<file path="src/rtl/phase_slot_sequencer_pkg.sv">
// Shared types and defaults for the phase RAM slot sequencer.
// Phase width matches the vm2413 operator pipeline.
package phase_slot_sequencer_pkg;

   localparam int PHASE_BITS  = 18;
   localparam int SLOT_COUNT  = 18;
   localparam int INIT_SWEEP  = 18;

   typedef logic [PHASE_BITS-1:0] PHASE_TYPE;
   typedef logic [4:0]            SLOT_TYPE;
   typedef logic [1:0]            stage_t;

   typedef enum logic {
      SEQ_INIT,
      SEQ_RUN
   } seq_state_t;

   function automatic SLOT_TYPE slot_next(input SLOT_TYPE cur, input SLOT_TYPE last);
      return (cur == last) ? SLOT_TYPE'(0) : SLOT_TYPE'(cur + 5'd1);
   endfunction

endpackage

</file>
<file path="src/rtl/phase_slot_sequencer.sv">
// Walks the phase RAM slots in a 4-stage frame and performs phase read-modify-write.
// Writes are held off while the RAM clears itself after reset.
//
//  state    | meaning
//  ---------+-------------------------------------------------------------
//  SEQ_INIT | RAM clear sweep running; slot/stage parked at 0, no writes
//  SEQ_RUN  | stage 0..3 per slot on clkena: address, read, add, write-back
module phase_slot_sequencer
   import phase_slot_sequencer_pkg::*;
#(
   parameter int PHASE_W     = PHASE_BITS,
   parameter int SLOTS       = SLOT_COUNT,
   parameter int INIT_CYCLES = INIT_SWEEP
) (
   input  logic               clk,
   input  logic               reset,
   input  logic               clkena,
   input  logic [PHASE_W-1:0] memout,
   input  logic [PHASE_W-1:0] inc,
   input  logic               kon_restart,
   output SLOT_TYPE           slot,
   output stage_t             stage,
   output logic               memwr,
   output logic [PHASE_W-1:0] memin,
   output logic [PHASE_W-1:0] phase_out,
   output logic               phase_valid,
   output logic               init_busy
);

   localparam int CNT_W = (INIT_CYCLES > 1) ? $clog2(INIT_CYCLES) : 1;
   localparam logic [CNT_W-1:0] CNT_LOAD = CNT_W'((INIT_CYCLES > 0) ? INIT_CYCLES - 1 : 0);
   localparam SLOT_TYPE LAST_SLOT = SLOT_TYPE'(SLOTS - 1);

   seq_state_t         state;
   logic [CNT_W-1:0]   init_cnt;
   logic [PHASE_W-1:0] sum_q;

   // Write strobe is gated combinationally so it can never outlive clkena or reset.
   assign memwr = (state == SEQ_RUN) && (stage == 2'd3) && clkena && !reset;
   assign memin = sum_q;

   always_ff @(posedge clk or posedge reset) begin
      if (reset) begin
         state       <= SEQ_INIT;
         init_cnt    <= CNT_LOAD;
         init_busy   <= 1'b1;
         slot        <= '0;
         stage       <= '0;
         sum_q       <= '0;
         phase_out   <= '0;
         phase_valid <= 1'b0;
      end else begin
         // phase_valid is a strobe, so it falls even on stalled cycles.
         phase_valid <= 1'b0;
         case (state)
            SEQ_INIT: begin
               if (init_cnt == '0) begin
                  state     <= SEQ_RUN;
                  init_busy <= 1'b0;
                  slot      <= '0;
                  stage     <= '0;
               end else begin
                  init_cnt <= init_cnt - 1'b1;
               end
            end
            SEQ_RUN: begin
               if (clkena) begin
                  stage <= stage + 2'd1;
                  if (stage == 2'd2) begin
                     sum_q <= kon_restart ? '0 : memout + inc;
                  end
                  if (stage == 2'd3) begin
                     slot        <= slot_next(slot, LAST_SLOT);
                     phase_out   <= sum_q;
                     phase_valid <= 1'b1;
                  end
               end
            end
            default: begin
               state <= SEQ_INIT;
            end
         endcase
      end
   end

endmodule

</file>
<file path="config.mk">
export PLATFORM = sky130hd
export DESIGN_NAME = phase_slot_sequencer
export DESIGN_NICKNAME = d
export VERILOG_FILES = /design/src/rtl/phase_slot_sequencer_pkg.sv /design/src/rtl/phase_slot_sequencer.sv
export SDC_FILE = /design/constraint.sdc
export NUM_CORES = 1
export LEC_CHECK = 0
export ABC_CLOCK_PERIOD_IN_PS = 4840
export CELL_PAD_IN_SITES_DETAIL_PLACEMENT = 0
export CELL_PAD_IN_SITES_GLOBAL_PLACEMENT = 2
export CORE_UTILIZATION = 33
export CTS_BUF_LIST = sky130_fd_sc_hd__clkbuf_4
export CTS_CLUSTER_DIAMETER = 40
export DETAILED_ROUTE_END_ITERATION = 16
export PLACE_DENSITY_LB_ADDON = 0.1
export SYNTH_ARGS = -nofsm -noshare
export SYNTH_HDL_FRONTEND = slang
export SYNTH_SLANG_ARGS = --single-unit
</file>
<file path="constraint.sdc">
create_clock -name clk -period 4.84 [get_ports clk]
set_clock_uncertainty 0.1 [all_clocks]
set_input_delay 0.484 -clock clk [delete_from_list [all_inputs] [get_ports clk]]
set_output_delay 0.484 -clock clk [all_outputs]
set_load 0.02 [all_outputs]
</file>
==> reports/summary.md, run 1 <==
The run finished with clean final reports. The highest net fanout along the worst path was 8. Averaged over all synthesized cells, the footprint is 10.7 um^2.

The switching share of power is 37.2%, and the synthesized netlist net count is 336. The DRC violation total after the first TritonRoute iteration was 35; the internal power summed over all cells was 1.14 mW. The number of global-route vias before repair was 2,160. The max-capacitance violation count is 0, and the post-CTS repair timing setup buffer count is 0. The required time of the critical path was 4260 ps.

The worst hold slack was 379 ps; the placed instance area was 3880 um^2. The tree built by TritonCTS fans out to 51 sinks. The HPWL after detailed placement is 5210 um. Prior to clock tree synthesis, the placed netlist has a worst setup slack of 1850 ps. The clock transition at the register clock pins on the worst setup and hold paths after CTS is 150 ps. Beginning of the worst hold path: init_cnt[4]$_DFFE_PP1P_. The post-synthesis to final-layout area growth is 36.0%. The tools report the kind of start point of the critical path as an input pin.

The flip-flop and latch count after synthesis is 51, and the net total in the final layout is 424. At the pin with the least slew margin, the transition time is 650 ps. Clock tree synthesis selected as its root buffer the cell sky130_fd_sc_hd__clkbuf_4. Setup repair after global routing left no endpoint under its margin. The remaining antenna violation count after routing was 0. The number of enable flip-flop cells after synthesis works out to 0.

From left edge to right edge, the die measures 96.0 um. Summing internal, switching and leakage power gives 1.81 mW. The number of input and output port buffers inserted works out to 85.

In the routed layout, each cell is associated on average with a via count of 5.00. The worst path meets setup with 2120 ps of slack. The most used flip-flop cell after synthesis was sky130_fd_sc_hd__dfrtp_1. The placed instance count is 459, and the power per unit of standard cell area is 458 nW/um^2. TritonCTS built the clock tree.

The number of antenna diodes in the final layout is 0. Hold repair after CTS inserted 0 buffers. Final critical delay including setup and external delays: 2720 ps. In this run the worst hold path is classified as reg2reg. Entering global routing, the biggest net connects 52 pins. The run gives 0 as the number of gates resized after cts. CTS built an H-tree with a depth of 2.

The relative contribution of combinational cells to total power is 48.0%, and the final routed wire length divided by cell count is 14.2 um. Wires add up to 6610 um. The critical path is of the in2out type.

Wire length of the first global-routing pass: 11,100 um. The static leakage is 1.72 nW, and the via total after detailed routing is 2,334. Setup violations remaining at the end of the flow were counted as 0. At the worst endpoint, the arrival time is 2140 ps.

Setup total negative slack on the finished layout was measured at 0 ps. The async set-or-reset flop fraction in the synthesized netlist was 100%; the initial antenna violation count was 0. The synthesized netlist cell count is 273, and the number of pins exceeding their max-slew limit in the final report is 0. At the end of routability-driven placement, the weighted congestion stood at 0.751.

The part of the power in the clock network came out at 13.8%. In this run, flip-flops and latches consume 38.2% of the power. Measured against its own limit, the worst slew margin works out to 56.7%.

The distinct cell type count after synthesis came out at 49. The longest clock path from root to sink contains 2 buffers. Pin placement for this block handled 86 I/O pins.

After floorplanning, the core was sized to cover 8380 um^2. For this configuration, the core starts out at a cell density of 34.8%. The floorplan die height was 96.0 um.

The number of placement rows is 33. The nature of the critical path endpoint was a primary output. Cells with a size suffix above 1 make up 11.6% of the layout. In this run, CTS created clock tree buffers numbering 5.

Tracing the worst setup path back leads to its startpoint at clkena. Based on the critical path, the design can be clocked at up to 0.367 GHz. The fraction of the cycle the final worst path needs came out at 56.3%. Startpoint of the lowest-slack register-to-register path: stage[0]$_DFFE_PP0P_.

First-pass iteration count of the detailed router: 4. Worst supply voltage drop on vdd: 0.215 mV. Leaving out filler cells and counting taps, the final layout contains 467. The design area came out at 3960 um^2. For this run, design rule violations remaining after detail routing come to 0. For this run, the register share of the synthesized area comes to 43.9%. The overall fraction of global-route tracks in use is 15.8%.

After global routing the overflow that remains totals 0. The final core utilization came out at 47.3%. For the number of warnings issued by yosys, the log shows 0.

For this design the total switching power over the nets is 0.676 mW. The die outline area was 9210 um^2; the number of hold-slack violations in the final timing report was 0. The clock latency on the worst-skew pair came out at 360 ps.

The cell area that synthesis handed to floorplanning was 2920 um^2. The layout has 805 filler cells.
-- cell families after synthesis --
kind of cell / after synthesis / share of synthesized area [%]
and+or+nand+nor: 76 / 13.4
AOI/OAI and AO/OA: 71 / 18.2
DFF: 51 / 43.9
adders and majority gates: 23 / 10.1
buffers and inverters: 19 / 2.83
muxes: 18 / 6.95
xor gates and xnor gates: 15 / 4.51
-- area by class of cell --
| type | count | area [um^2] | share of cell area, % |
|---|---|---|---|
| sequential | 51 | 1280 | 32.3 |
| clock inverter | 3 | 43.8 | 1.10 |
| clock buffer | 5 | 37.5 | 0.947 |
| tap | 105 | 131 | 3.31 |
| timing repair buffer | 88 | 873 | 22.0 |
| multi-input combinational | 203 | 1550 | 39.2 |
| inverter | 12 | 45.0 | 1.14 |
-- state kept, by name, summed over array words and instances, names as in the netlist --
register / cells
init_cnt: 5
slot: 5
state: 1
phase_valid: 1
stage: 2
phase_out: 18
init_busy: 1
memin: 18
-- power by group through the flow --
stage	logic, mW	clock network, mW	registers, mW
global placement	0.880	0	0.701
finish	0.872	0.250	0.693
global route	0.944	0.279	0.721
CTS	0.886	0.261	0.697
detailed placement	0.884	0	0.707
floorplan	0.292	0	0.865
-- worst max-delay path, cell delays in order --
cell	delay, ps
sky130_fd_sc_hd__clkdlybuf4s50_1	530
sky130_fd_sc_hd__nand3_1	330
sky130_fd_sc_hd__nor2_1	180
sky130_fd_sc_hd__clkdlybuf4s50_1	620
-- placed cells by master, fill, tap and decap left out, drive strengths merged, types with 2 or more instances in the layout --
cell type,count
clkdlybuf4s50,85
dfrtp,48
nand2,26
ha,22
mux2,18
a21oi,16
nor2,13
inv,12
o21ai,12
nand3,11
a22o,10
xnor2,9
xor2,6
o31ai,5
a21o,5
nand4,5
clkbuf,5
nor2b,4
o211ai,4
nand3b,4
o21a,3
nand2b,3
dfstp,3
buf,3
nor3,2
a41oi,2
nor3b,2
o41ai,2
a22oi,2
a31o,2
clkinv,2
-- worst paths after layout --
check	cells past startpoint	slack, ps	to
min in group asynchronous	3	520	slot[2]$_DFFE_PP0P_
max reg2reg	6	2640	slot[4]$_DFFE_PP0P_
min reg2reg	1	380	init_cnt[4]$_DFFE_PP1P_
max	4	2120	memwr
min	1	380	init_cnt[4]$_DFFE_PP1P_
max in group asynchronous	3	3680	slot[3]$_DFFE_PP0P_
-- cells in the mapped netlist (2+ instances only) --
master | number | area, um^2
sky130_fd_sc_hd__dfrtp_1 | 48 | 1200
sky130_fd_sc_hd__nand2_1 | 26 | 97.6
sky130_fd_sc_hd__ha_1 | 22 | 275
sky130_fd_sc_hd__mux2_2 | 18 | 203
sky130_fd_sc_hd__a21oi_1 | 16 | 80.1
sky130_fd_sc_hd__nor2_1 | 13 | 48.8
sky130_fd_sc_hd__inv_1 | 11 | 41.3
sky130_fd_sc_hd__nand3_1 | 11 | 55.1
sky130_fd_sc_hd__a22o_1 | 10 | 87.6
sky130_fd_sc_hd__xnor2_1 | 9 | 78.8
sky130_fd_sc_hd__o21ai_0 | 8 | 40.0
sky130_fd_sc_hd__xor2_1 | 6 | 52.6
sky130_fd_sc_hd__a21o_1 | 5 | 37.5
sky130_fd_sc_hd__clkbuf_1 | 5 | 18.8
sky130_fd_sc_hd__nand4_1 | 5 | 31.3
sky130_fd_sc_hd__o31ai_1 | 5 | 37.5
sky130_fd_sc_hd__nor2b_1 | 4 | 25.0
sky130_fd_sc_hd__o211ai_1 | 4 | 30.0
sky130_fd_sc_hd__o21ai_1 | 4 | 20.0
sky130_fd_sc_hd__dfstp_2 | 3 | 78.8
sky130_fd_sc_hd__nand2b_1 | 3 | 18.8
sky130_fd_sc_hd__nand3b_1 | 3 | 22.5
sky130_fd_sc_hd__o21a_1 | 3 | 22.5
sky130_fd_sc_hd__a22oi_1 | 2 | 15.0
sky130_fd_sc_hd__a41oi_4 | 2 | 55.1
sky130_fd_sc_hd__nor3_1 | 2 | 10.0
sky130_fd_sc_hd__nor3b_1 | 2 | 15.0
sky130_fd_sc_hd__o41ai_1 | 2 | 17.5
-- layer usage --
| layer | track usage [%] | part of all wire (%) |
|---|---|---|
| met5 | 0 | 0 |
| met4 | 4.48 | 0.95 |
| met3 | 2.21 | 3.6 |
| met2 | 23.8 | 44 |
| met1 | 23.4 | 51 |
No activity file was read; power rests on OpenSTA's default activity.
==> run 2, diff against run 1 <==
--- a/config.mk
+++ b/config.mk
@@ -5,10 +5,10 @@
 export SDC_FILE = /design/constraint.sdc
 export NUM_CORES = 1
 export LEC_CHECK = 0
-export ABC_CLOCK_PERIOD_IN_PS = 4840
+export ABC_CLOCK_PERIOD_IN_PS = 2400
 export CELL_PAD_IN_SITES_DETAIL_PLACEMENT = 0
 export CELL_PAD_IN_SITES_GLOBAL_PLACEMENT = 2
-export CORE_UTILIZATION = 33
+export CORE_UTILIZATION = 27
 export CTS_BUF_LIST = sky130_fd_sc_hd__clkbuf_4
 export CTS_CLUSTER_DIAMETER = 40
 export DETAILED_ROUTE_END_ITERATION = 16
==> constraint.sdc (replaced) <==
create_clock -name clk -period 2.4 [get_ports clk]
set_clock_uncertainty 0.1 [all_clocks]
set_input_delay 0.24 -clock clk [delete_from_list [all_inputs] [get_ports clk]]
set_output_delay 0.24 -clock clk [all_outputs]
set_load 0.02 [all_outputs]
==> reports/summary.md, run 2 (synthesis gave the netlist of run 1 again) <==
Setup repair after global routing left no endpoint under its margin. The clock sink total is 51 (unchanged), and the final critical delay including setup and external delays is 2250 ps. The critical path goes through clkdlybuf4s50_1 > ha_1 > a21o_1 > nand4_1 > nand3b_4 > a41oi_4 > a41oi_4 > or4b_1 > o311ai_1.

The placed instance area is 4170 um^2 (+7.3%), and the required time of the critical path is 2570 ps (-1690 ps). Number of buffers added to fix hold violations after cts: 0 (unchanged). The global placement routability congestion is 0.710 (-5.4%).

The tools report the number of gates resized after cts as 0 (unchanged). The run gives -250 ps (-2100 ps) as the worst setup slack after placement. The worst supply voltage drop on vdd is 0.374 mV (+74%). The post-CTS repair timing setup buffer count was 0 (unchanged); the max-capacitance violation count was 0 (unchanged).

The final routed wire length divided by cell count works out to 14.1 um (-0.47%). Design area: 4250 um^2 (+7.1%). The net total in the final layout was 455 (+7.3%); the overall fraction of global-route tracks in use was 13.9% (-1.9 points). The run gives 7450 um (+13%) as the total length of routed wires. The run gives 1280 um^2 (unchanged) as the combined flip-flop and latch cell area. The run gives 61.0% (+4.3 points) as the relative max-transition margin. The library cells used most frequently in the layout, excluding fill and tap cells, are sky130_fd_sc_hd__clkdlybuf4s50_1, sky130_fd_sc_hd__dfrtp_1, sky130_fd_sc_hd__buf_4, sky130_fd_sc_hd__nand2_1, sky130_fd_sc_hd__ha_1. The HPWL after detailed placement is 5930 um (+14%). The logs give 1.87 nW (+8.8%) for the static leakage and 37 (+12%) for the number of placement rows. The peak per-stage delay on the critical path is 530 ps (-90 ps). The logs give 28.0% (-6.8 points) for the starting density of the core and 0 (unchanged) for the remaining antenna violation count after routing. The most common library cell in the layout ignoring fill and taps was sky130_fd_sc_hd__clkdlybuf4s50_1.

The cell sitting at the root of the clock tree is a sky130_fd_sc_hd__clkbuf_4. The final instance count without filler cells is 529 (+13%), and the number of pins exceeding their max-slew limit in the final report is 0 (unchanged). The power consumption was 3.75 mW (+110%). The tools report the number of hold-slack violations in the final timing report as 0 (unchanged). In this run the worst hold path is classified as in2async. The run gives 10,400 um^2 (+24%) as the placeable core region. The tools report the placed instance count as 521 (+14%). The highest net fanout along the worst path is 2 (-6).

For the final count of negative-setup-slack endpoints, the log shows 0 (unchanged). The run gives 86 (unchanged) as the number of top-level pins. STA classifies the critical path startpoint as an input pin.

The first-pass iteration count of the detailed router is 4 (unchanged), and the transition time of the tightest slew-check pin is 581 ps (-68.9 ps). The DRC violation total after the first TritonRoute iteration is 75 (+110%), and the setup slack of the critical path after layout is 153 ps (-1960 ps). The run gives 0 (unchanged) as the initial antenna violation count.

The number of input and output port buffers inserted was 85 (unchanged). The post-synthesis to final-layout area growth is 45.7%. The flow ran to the end, and the final reports show no timing, DRC or antenna violations. The setup path with the least slack is of type in2reg.

The number of antenna cells inserted came out at 0 (unchanged). The wire length of the first global-routing pass is 12,300 um (+11%). The width of the die is 106 um (+10%), and the largest net degree at the start of global routing is 39 (-25%).

The share of cells above drive strength 1 was 18.3% (+6.7 points). Worst-path cell with the longest stage delay: sky130_fd_sc_hd__or4b_1. The tools report the top achievable clock speed as 0.445 GHz. The floorplan die height came out at 106 um (+10%). The clock transition at the register clock pins on the worst setup and hold paths after CTS was 150 ps (about the same); the die outline area was 11,200 um^2 (+22%). The number of fill cells in the layout came out at 1,051 (+31%).

The via density per instance is 4.62 (-7.5%), and the clock latency on the worst-skew pair is 360 ps (about the same). The tools report the nature of the critical path endpoint as a register. The run gives 2,433 (+13%) as the number of global-route vias before repair. The power per unit of standard cell area is 883 nW/um^2 (+93%). The global-route congestion overflow total is 0 (unchanged), and the total clock buffers created by CTS is 5 (unchanged). Number of buffers between clock root and the deepest sink: 2 (unchanged). TritonCTS built the clock tree. The via total after detailed routing is 2,446 (+4.8%), and the residual DRC count is 0 (unchanged). The fraction of the cycle the final worst path needs was 93.6%.

The cell seen most often among critical-path stages is sky130_fd_sc_hd__a41oi_4. Count of H-tree levels built during CTS: 2 (unchanged). The logs give 2410 ps (+270 ps) for the worst endpoint data arrival time and 1550 um^2 (unchanged) for the multi-input logic area.
## run 2: cell count changes in the layout (fill, tap and decap cells not counted)
cell,before,now
sky130_fd_sc_hd__clkinv_4,1,0
sky130_fd_sc_hd__clkinv_1,0,1
sky130_fd_sc_hd__inv_6,0,1
sky130_fd_sc_hd__buf_12,0,1
sky130_fd_sc_hd__clkinv_2,1,0
sky130_fd_sc_hd__buf_4,3,33
## run 2: metrics by stage
step                util (%)  setup TNS, ps  hold WS [ps]
floorplan                  -              0           236
global placement        40.0          -1400           356
detailed placement      40.0          -1530           361
CTS                     40.8              0          63.4
global route            40.8              0          74.0
finish                  40.8              0          78.0
## run 2: power breakdown
part / total, mW / leakage (nW) / switching, mW / internal, mW
registers: 1.40 / 0.651 / 0.243 / 1.16
clock network: 0.509 / 0.0432 / 0.288 / 0.221
logic: 1.84 / 1.18 / 0.862 / 0.977
## run 2: critical path: cells and delay by family
kind                       cells  cell delay (ps)
and+or+nand+nor                3              770
buffers and inverters          1              430
AOI/OAI and AO/OA              4              680
adders and majority gates      1              300
## run 2: final timing paths
check,from,end,slack [ps],depth (start not counted)
setup / recovery,memout[1],memin[17]$_DFFE_PP0P_,150,9
hold / removal,reset,phase_out[12]$_DFFE_PP0P_,80,2
setup reg to reg,init_cnt[0]$_DFFE_PP1P_,slot[3]$_DFFE_PP0P_,380,9
hold reg to reg,init_cnt[4]$_DFFE_PP1P_,init_cnt[4]$_DFFE_PP1P_,380,1
max in group asynchronous,reset,init_cnt[0]$_DFFE_PP1P_,1540,3
min in group clk,init_cnt[4]$_DFFE_PP1P_,init_cnt[4]$_DFFE_PP1P_,380,1
## run 2: final cells by class
class	count	share of cell area, %
multi-input combinational	203	36.6
timing repair buffer	119	26.3
clock inverter	3	1.00
sequential	51	30.1
tap	136	4.01
inverter	12	1.06
clock buffer	5	0.884
## run 2: per-layer routing
metal | GRT usage (%) | share of wire, % | up-vias
met4 | 2.98 | 0.67 | 0
met5 | 0 | 0 | -
met3 | 2.45 | 2.4 | 2
li1 | - | - | 1236
met1 | 20.2 | 52 | 1155
met2 | 21.4 | 45 | 53
==> run 3, diff against run 2 <==
--- a/config.mk
+++ b/config.mk
@@ -12,7 +12,8 @@
 export CTS_BUF_LIST = sky130_fd_sc_hd__clkbuf_4
 export CTS_CLUSTER_DIAMETER = 40
 export DETAILED_ROUTE_END_ITERATION = 16
-export PLACE_DENSITY_LB_ADDON = 0.1
+export HOLD_SLACK_MARGIN = 0.06
+export PLACE_DENSITY = 0.89
 export SYNTH_ARGS = -nofsm -noshare
 export SYNTH_HDL_FRONTEND = slang
 export SYNTH_SLANG_ARGS = --single-unit
==> reports/summary.md, run 3 (synthesis gave the netlist of run 1 again) <==
Worst hold slack: 135 ps (+56.5 ps). The tools report the residual DRC count as 0 (unchanged). Setup repair after global routing left no endpoint under its margin. For the global-route congestion overflow total, the log shows 0 (unchanged). For the worst supply voltage drop on vdd, the log shows 0.398 mV (+6.5%).

The placeable core region was 10,400 um^2 (unchanged); the DRC violation total after the first TritonRoute iteration was 68 (-9.3%). TritonCTS built the clock tree. The final routed wire length divided by cell count was 13.2 um (-5.9%).

The library cells used most frequently in the layout, excluding fill and tap cells, are sky130_fd_sc_hd__clkdlybuf4s50_1, sky130_fd_sc_hd__dfrtp_1, sky130_fd_sc_hd__buf_4, sky130_fd_sc_hd__nand2_1, sky130_fd_sc_hd__ha_1. The run gives 0 (unchanged) as the max-capacitance violation count. The largest net degree at the start of global routing was 52 (+33%).

The signal on the critical path passes through clkdlybuf4s50_1 > ha_1 > a21o_1 > nand4_1 > nand3b_4 > a41oi_4 > a41oi_4 > or4b_1 > o311ai_1. Most common library cell in the layout ignoring fill and taps: sky130_fd_sc_hd__clkdlybuf4s50_1. Compared with the post-synthesis result, the final layout area differs by 45.3%. The tools report the via total after detailed routing as 2,432 (-0.57%).

The logs give 86 (unchanged) for the number of top-level pins and 2430 ps (+20 ps) for the worst endpoint data arrival time. The clock transition at the register clock pins on the worst setup and hold paths after CTS is 150 ps (about the same), and the floorplan die height is 106 um (unchanged). The peak per-stage delay on the critical path came out at 530 ps (about the same). The remaining antenna violation count after routing came out at 0 (unchanged). The clock latency on the worst-skew pair was 350 ps (about the same). The run gives 6980 um (-6.3%) as the total length of routed wires. The number of buffers between clock root and the deepest sink is 2 (unchanged), and the relative max-transition margin is 65.9% (+5.0 points). The tightest min-delay check is of the in2async type.

The run finished with clean final reports. The number of placement rows is 37 (unchanged). The static leakage is 1.86 nW (-0.38%), and the overall fraction of global-route tracks in use is 13.0% (-0.88 points).

The logs give 0.793 (+12%) for the global placement routability congestion and 527 (-0.38%) for the final instance count without filler cells. The die outline area is 11,200 um^2 (unchanged), and the final critical delay including setup and external delays is 2260 ps (+12.3 ps). The placed instance count is 519 (-0.38%), and the internal reg-to-reg setup slack is 350 ps (-30 ps).

For the post-CTS repair timing setup buffer count, the log shows 0 (unchanged). The first-pass iteration count of the detailed router came out at 4 (unchanged). The placed instance area is 4150 um^2 (-0.36%). HPWL after detailed placement: 5630 um (-5.1%). The number of buffers added to fix hold violations after cts was 0 (unchanged); the number of antenna cells inserted was 0 (unchanged). Number of input and output port buffers inserted: 85 (unchanged).

The tools report the kind of start point of the critical path as an input pin. The initial antenna violation count is 0 (unchanged), and the final count of negative-setup-slack endpoints is 0 (unchanged). For the number of global-route vias before repair, the log shows 2,456 (+0.95%).

The share of cells above drive strength 1 is 18.2% (-0.16 points), and the total clock buffers created by CTS is 5 (unchanged). Number of hold-slack violations in the final timing report: 0 (unchanged). The clock sink total is 51 (unchanged).

The worst-path cell with the longest stage delay was sky130_fd_sc_hd__or4b_1. The highest net fanout along the worst path works out to 2 (unchanged). The transition time of the tightest slew-check pin is 507 ps (-73.7 ps).

The critical path is of the in2reg type. The power per unit of standard cell area is 890 nW/um^2 (+0.74%), and the via density per instance is 4.61 (-0.20%). The fraction of the cycle the final worst path needs is 94.1% (+0.51 points), and the starting density of the core is 28.0% (unchanged). The number of gates resized after cts was 0 (unchanged); the width of the die was 106 um (unchanged). The cell that appears most often on the critical path is sky130_fd_sc_hd__a41oi_4. The number of pins exceeding their max-slew limit in the final report was 0 (unchanged); the net total in the final layout was 453 (-0.44%). The required time of the critical path was 2570 ps (about the same). STA classifies the critical path endpoint as a register. The run gives 4240 um^2 (-0.27%) as the design area. For the count of H-tree levels built during CTS, the log shows 2 (unchanged). For the top achievable clock speed, the log shows 0.443 GHz (-0.54%). The run gives 11,800 um (-4.3%) as the wire length of the first global-routing pass. CTS placed an instance of sky130_fd_sc_hd__clkbuf_4 at the clock tree root.
## run 3: stage by stage
| step | worst slack, ps | utilization [%] | TNS, ps | total power [mW] |
|---|---|---|---|---|
| finish | 141 | 40.7 | 0 | 3.77 |
| global route | 22.9 | 40.7 | 0 | 4.01 |
| global placement | -206 | 39.9 | -1290 | 3.27 |
| detailed placement | -243 | 39.9 | -1490 | 3.30 |
| floorplan | 217 | - | 0 | 2.33 |
| CTS | 161 | 40.7 | 0 | 3.81 |
## run 3: final cells by class
cell class,count,area (um^2)
inverter,12,45.0
multi-input combinational,203,1550
tap,136,170
timing repair buffer,117,1100
fill,1024,6180
clock inverter,2,38.8
sequential,51,1280
clock buffer,6,45.0
## run 3: final timing paths
kind	cells after the start	endpoint	start
min in group clk	1	init_cnt[3]$_DFFE_PP0P_	init_cnt[3]$_DFFE_PP0P_
min	3	phase_out[13]$_DFFE_PP0P_	reset
max	9	memin[17]$_DFFE_PP0P_	inc[1]
max in group asynchronous	3	init_busy$_DFFE_PP1P_	reset
max reg2reg	7	slot[4]$_DFFE_PP0P_	init_cnt[0]$_DFFE_PP1P_
min reg2reg	1	init_cnt[3]$_DFFE_PP0P_	init_cnt[3]$_DFFE_PP0P_
## run 3: critical path, delay by kind of cell
| family | cells | cell delay [ps] |
|---|---|---|
| buf+inv | 1 | 490 |
| simple gates | 3 | 770 |
| fa+ha+maj | 1 | 230 |
| compound gates | 4 | 690 |
## run 3: metal layers
metal | GRT usage, % | up-vias | share of wire (%)
li1 | - | 1234 | -
met1 | 17.3 | 1148 | 47
met2 | 22.0 | 44 | 50
met3 | 1.66 | 6 | 2.6
met4 | 3.67 | 0 | 1.2
met5 | 0 | - | 0
## run 3: report_power, final
group / switching (mW) / internal (mW) / leakage [nW]
registers: 0.268 / 1.16 / 0.651
clock network: 0.271 / 0.236 / 0.0463
logic: 0.861 / 0.974 / 1.17
